--- config.mk ---
export PLATFORM = sky130hd
export DESIGN_NAME = u_xmit_buf
export DESIGN_NICKNAME = d
export VERILOG_FILES = /design/src/rtl/u_xmit_buf.sv
export SDC_FILE = /design/constraint.sdc
export NUM_CORES = 1
export LEC_CHECK = 0
export CORE_AREA = 5 5 89 91
export DETAILED_ROUTE_END_ITERATION = 10
export DIE_AREA = 0 0 94 96
export GPL_TIMING_DRIVEN = 0
export PLACE_DENSITY_LB_ADDON = 0.25
export SLEW_MARGIN = 20
export SYNTH_ARGS = -nofsm -noshare
export SYNTH_HDL_FRONTEND = slang
export SYNTH_SLANG_ARGS = --single-unit
--- constraint.sdc ---
create_clock -name sys_clk -period 3.2 [get_ports sys_clk]
set_input_delay 0.64 -clock sys_clk [delete_from_list [all_inputs] [get_ports sys_clk]]
set_output_delay 0.64 -clock sys_clk [all_outputs]
set_load 0.005 [all_outputs]
--- src/rtl/u_xmit_buf.sv ---
// Transmit staging buffer: small synchronous FIFO feeding the UART transmitter
// one byte at a time over the xmitH / xmit_dataH / xmit_doneH handshake.
module u_xmit_buf #(
  parameter int unsigned DEPTH_LOG2 = 3
) (
  input  logic                  sys_clk,
  input  logic                  sys_rst_l,
  input  logic                  wr_enH,
  input  logic [7:0]            wr_dataH,
  input  logic                  clr_errH,
  output logic                  fifo_fullH,
  output logic                  fifo_emptyH,
  output logic [DEPTH_LOG2:0]   fifo_countH,
  output logic                  overflowH,
  output logic                  tx_busyH,
  output logic                  xmitH,
  output logic [7:0]            xmit_dataH,
  input  logic                  xmit_doneH
);

  localparam int unsigned DEPTH = 1 << DEPTH_LOG2;
  localparam int unsigned CW    = DEPTH_LOG2 + 1;
  localparam int unsigned GUARD = 8;
  localparam int unsigned GW    = 3;

  typedef enum logic [1:0] {
    B_IDLE    = 2'd0,
    B_SEND    = 2'd1,
    B_WAIT_LO = 2'd2,
    B_WAIT_HI = 2'd3
  } state_e;

  state_e                state_q, state_d;
  logic [GW-1:0]         wait_cnt_q, wait_cnt_d;
  logic [DEPTH_LOG2-1:0] wr_ptr_q, wr_ptr_d;
  logic [DEPTH_LOG2-1:0] rd_ptr_q, rd_ptr_d;
  logic [CW-1:0]         count_q, count_d;
  logic                  full_q, full_d;
  logic                  empty_q, empty_d;
  logic                  overflow_q, overflow_d;
  logic                  busy_q, busy_d;
  logic                  xmit_q, xmit_d;
  logic [7:0]            xdata_q, xdata_d;
  logic [7:0]            mem_q [DEPTH];

  logic                  pop_c;
  logic                  wr_acc_c;

  // Handshake sequencer; a pop only happens on the idle-to-send transition
  always_comb begin
    state_d    = state_q;
    wait_cnt_d = wait_cnt_q;
    pop_c      = 1'b0;
    unique case (state_q)
      B_IDLE: begin
        if (!empty_q && xmit_doneH) begin
          pop_c   = 1'b1;
          state_d = B_SEND;
        end
      end
      B_SEND: begin
        wait_cnt_d = '0;
        state_d    = B_WAIT_LO;
      end
      B_WAIT_LO: begin
        if (!xmit_doneH) begin
          state_d = B_WAIT_HI;
        end else if (wait_cnt_q == GW'(GUARD - 1)) begin
          // transmitter never acknowledged: treat the byte as sent
          state_d = B_IDLE;
        end else begin
          wait_cnt_d = wait_cnt_q + GW'(1);
        end
      end
      B_WAIT_HI: begin
        if (xmit_doneH) begin
          state_d = B_IDLE;
        end
      end
      default: state_d = B_IDLE;
    endcase
  end

  // FIFO bookkeeping; a write into a full FIFO is fine if a pop frees a slot
  always_comb begin
    wr_acc_c   = wr_enH && (!full_q || pop_c);
    wr_ptr_d   = wr_acc_c ? wr_ptr_q + DEPTH_LOG2'(1) : wr_ptr_q;
    rd_ptr_d   = pop_c ? rd_ptr_q + DEPTH_LOG2'(1) : rd_ptr_q;
    count_d    = count_q;
    if (wr_acc_c && !pop_c) begin
      count_d = count_q + CW'(1);
    end else if (pop_c && !wr_acc_c) begin
      count_d = count_q - CW'(1);
    end
    full_d     = (count_d == CW'(DEPTH));
    empty_d    = (count_d == CW'(0));
    overflow_d = overflow_q;
    if (wr_enH && !wr_acc_c) begin
      overflow_d = 1'b1;
    end else if (clr_errH) begin
      overflow_d = 1'b0;
    end
    xmit_d     = pop_c;
    xdata_d    = pop_c ? mem_q[rd_ptr_q] : xdata_q;
    busy_d     = (state_d != B_IDLE);
  end

  always_ff @(posedge sys_clk or negedge sys_rst_l) begin
    if (!sys_rst_l) begin
      state_q    <= B_IDLE;
      wait_cnt_q <= '0;
      wr_ptr_q   <= '0;
      rd_ptr_q   <= '0;
      count_q    <= '0;
      full_q     <= 1'b0;
      empty_q    <= 1'b1;
      overflow_q <= 1'b0;
      busy_q     <= 1'b0;
      xmit_q     <= 1'b0;
      xdata_q    <= 8'h00;
    end else begin
      state_q    <= state_d;
      wait_cnt_q <= wait_cnt_d;
      wr_ptr_q   <= wr_ptr_d;
      rd_ptr_q   <= rd_ptr_d;
      count_q    <= count_d;
      full_q     <= full_d;
      empty_q    <= empty_d;
      overflow_q <= overflow_d;
      busy_q     <= busy_d;
      xmit_q     <= xmit_d;
      xdata_q    <= xdata_d;
    end
  end

  // Storage array needs no reset; pointers and count define validity
  always_ff @(posedge sys_clk) begin
    if (wr_acc_c) begin
      mem_q[wr_ptr_q] <= wr_dataH;
    end
  end

  assign fifo_fullH  = full_q;
  assign fifo_emptyH = empty_q;
  assign fifo_countH = count_q;
  assign overflowH   = overflow_q;
  assign tx_busyH    = busy_q;
  assign xmitH       = xmit_q;
  assign xmit_dataH  = xdata_q;

endmodule

==> metrics.md <==
| Metric | Value |
|---|---|
| Result of the run | completed |
| Worst reg2reg path depth | 6 |
| Minimum clock period | between 3 and 4 ns |
| Distinct cell type count after synthesis | 37 |
| First-pass iteration count of the detailed router | 6 |
| Minimum hold slack | ~0.31 ns |
| Max-capacitance violation count | 0 |
| Buffers from clock root to sink, at most | 2 |
| R2R Setup Slk | approximately 0.44 ns |
| Clock tree from TritonCTS | done |
| Critical setup path kind | in -> reg |
| Post-route clock skew | slightly above 0.008 ns |
| Final Power | approximately 3800 uW |
| Cells after synthesis | ~230 |
| Syn. warnings | 0 |
| Clk pin slew, worst setup/hold paths | 0.09 ns |
| Hold Vio Cnt, Final | 0 |
| Residual DRC | 0 |
| Transition time at the pin with the least slew margin | ~0.94 ns |
| H-tree levels | 3 |
| GRT Total Usage | between 15 and 20% |
| Number of enable-type register cells in the synthesized netlist | 64 |
| Worst Hold Class | in -> async |
| Area of the die | around 0.009 mm2 |
| CP Data Required Time | roughly 3.2 ns |
| Highest clock frequency the design can meet | around 0.33 GHz |
| Nature of the critical path endpoint | flop |
| Dominant synthesized flop cell | sky130_fd_sc_hd__edfxtp_1 |
| Vias in the first global route | ~2100 |
| CTS Root Buffer Type | sky130_fd_sc_hd__clkbuf_8 |
| Routed via count divided by cell count | 5.42 |
| Die extent in x | around 94 um |
| Post-synthesis net count | roughly 250 |
| Final net count | 287 |
| Layout-stage area growth over the synthesis result | 16.3% |
| Sequential cell area fraction in the yosys report | a little over two thirds |
| Multi-input gate area | roughly 0.0011 mm2 |
| Hold buffers post-CTS | 0 |
| Post-route fraction of the period consumed by the critical path | between 90% and 100% |
| I/O Pins | 30 |
| Maximum net fanout on the critical path | 8 |
| Ant diodes | 0 |
| Worst R2R End | mem_q[6][6] |
| Cell taking the most area after synthesis | sky130_fd_sc_hd__edfxtp_1 |
| Clock sink count | 92 |
| Placement row count | 31 |
| Fraction of final layout cells sized beyond drive strength 1 | between 10% and 20% |
| Endpoints failing setup | 0 |
| Startpoint Class | input pin |
| Fraction of synthesized cell area taken by the top area cell type | between 50% and 60% |
| Sequential cell area | around 0.0026 mm2 |
| Slew Limit Headroom | 37.4% |
| First DRT Iteration DRCs | 147 |
| Clock latency on the worst-skew pair | between 0.3 and 0.4 ns |
| Number of setup buffers added after CTS | 0 |
| Number of buffers created by CTS | 9 |
| Grt ovf | 0 |
| Total power divided by cell area | slightly below 900 mW/mm2 |
| Y dimension of the die | 96 um |
| Number of antenna violations at the first check in global routing | 0 |
| Unrepaired setup endpoints after global routing | false |
| Netlist area before placement | between 0.003 and 0.004 mm2 |
| Final number of max-transition violations | 0 |
| Synth area leaders | sky130_fd_sc_hd__edfxtp_1 (51%), sky130_fd_sc_hd__dfrtp_1 (18%), sky130_fd_sc_hd__mux4_2 (9.5%) |
| Synth Area per Inst | between 15 and 20 um2 |
| Overall routed net length | slightly below 7000 um |
| Via count | ~2000 |
| Global-route wire length before repair | 11200 um |
| Async SR Flop Fraction | between 30% and 40% |
| Seq cells post-synth | between 90 and 100 |
| Number of gates resized after CTS | 0 |
| Count of buffers from port buffering | 28 |
| Filler cell count in the final layout | approximately 530 |
| Starting density of the core | between 50% and 60% |
| Largest net degree at the start of global routing | 29 |
| Weighted congestion at the end of routability-driven global placement | 0.726 |
| Worst path arrival time | roughly 3 ns |
| Standby leakage power | between 0.0015 and 0.002 uW |
| Highest ir drop seen on vdd | around 430 uV |
| Startpoint of the lowest-slack register-to-register path | state_q[1] |
| Final HPWL DP | between 4000 and 5000 um |
| Core region area | around 0.0071 mm2 |
| WL/cell | 18.4 um |
| Post-route antenna net violation count | 0 |
[per-layer routing]
metal  wire length, um  global-route usage [%]  vias to the layer above
li1                  -                       -                      941
met1              3130                    22.5                     1027
met2              3370                    28.1                       39
met3               267                    3.67                       11
met4                84                    6.98                        0
met5                 0                       0                        -
[through the flow]
step           instance area (um2)  std cells  util (%)  setup slack, ns  setup TNS [ns]
2_1_floorplan                 3780        228         -            0.613               0
3_3_place_gp                  4190        355      59.3           -0.625          -16.23
3_5_place_dp                  4200        356      59.5           -0.247          -10.75
4_1_cts                       4400        372      62.3            0.120               0
5_1_grt                       4400        372      62.3           0.0701               0
6_report                      4400        372      62.3            0.186               0
[power breakdown]
group | switching [uW] | internal (uW) | total (uW) | leakage (uW)
combinational | 626 | 674 | 1300 | 0.000565
sequential | 174 | 1570 | 1750 | 0.000921
clock | 414 | 365 | 779 | 0.0000958
[critical path: stages]
cell and delay [ns]:
sky130_fd_sc_hd__clkdlybuf4s50_1 0.52, sky130_fd_sc_hd__or4b_4 0.47, sky130_fd_sc_hd__buf_6 0.17, sky130_fd_sc_hd__a21oi_2 0.26, sky130_fd_sc_hd__nand2b_1 0.17, sky130_fd_sc_hd__nor2_1 0.74
[layout by cell type, fill, tap and decap left out, types with 6 or more instances in the layout]
master	n
sky130_fd_sc_hd__clkbuf_8	9
sky130_fd_sc_hd__clkdlybuf4s50_1	27
sky130_fd_sc_hd__edfxtp_1	64
sky130_fd_sc_hd__dfrtp_1	27
sky130_fd_sc_hd__nor2_1	10
sky130_fd_sc_hd__nand2_1	23
sky130_fd_sc_hd__o21ai_0	15
sky130_fd_sc_hd__inv_1	6
sky130_fd_sc_hd__mux4_2	16
sky130_fd_sc_hd__ha_1	6
sky130_fd_sc_hd__mux2i_1	12
[kinds of logic after synthesis]
| group | share of synthesized area, % |
|---|---|
| compound gates | 4.53 |
| mux | 13.0 |
| fa+ha+maj | 1.98 |
| simple gates | 7.28 |
| flops | 69.3 |
| xor+xnor | 1.39 |
| buf+inv | 2.48 |
[final cells by class]
type                       count  area share (%)
sequential                    92            59.6
multi-input combinational    119            24.5
timing repair buffer          29            6.43
clock buffer                   9            2.81
tap                           99            2.81
clock inverter                 7            1.73
buffer                        10            1.25
inverter                       7           0.881
[sequential cells by signal, indices dropped and copies added (netlist names)]
register and count:
fifo_countH 4, fifo_emptyH 1, fifo_fullH 1, mem_q 64
overflowH 1, rd_ptr_q 3, state_q 2, tx_busyH 1
wait_cnt_q 3, wr_ptr_q 3, xmitH 1, xmit_dataH 8
[cells in the mapped netlist (2+ instances only)]
cell type,instances
sky130_fd_sc_hd__mux2i_1,12
sky130_fd_sc_hd__nor3_1,3
sky130_fd_sc_hd__edfxtp_1,64
sky130_fd_sc_hd__nand3b_1,3
sky130_fd_sc_hd__a2bb2oi_1,2
sky130_fd_sc_hd__o21ai_0,15
sky130_fd_sc_hd__xnor2_1,4
sky130_fd_sc_hd__ha_1,6
sky130_fd_sc_hd__buf_2,2
sky130_fd_sc_hd__nand2b_1,5
sky130_fd_sc_hd__mux4_2,16
sky130_fd_sc_hd__nand2_1,23
sky130_fd_sc_hd__or2_2,2
sky130_fd_sc_hd__inv_1,6
sky130_fd_sc_hd__buf_6,2
sky130_fd_sc_hd__xor2_1,2
sky130_fd_sc_hd__clkbuf_1,5
sky130_fd_sc_hd__o21a_1,2
sky130_fd_sc_hd__nor2_1,10
sky130_fd_sc_hd__dfrtp_1,27
[worst max-delay path by stage]
stage                          start          end  slack [ns]  cells after the start
after global placement    xmit_doneH  mem_q[1][0]       -0.63                      6
after detailed placement  xmit_doneH  mem_q[6][0]       -0.25                      6
after CTS                 xmit_doneH  mem_q[6][3]        0.12                      6
final                     xmit_doneH  mem_q[6][6]        0.19                      6
after global routing      xmit_doneH  mem_q[6][3]        0.07                      6
after floorplan           xmit_doneH  mem_q[0][0]        0.61                      5
No activity file was read; power rests on OpenSTA's default activity.
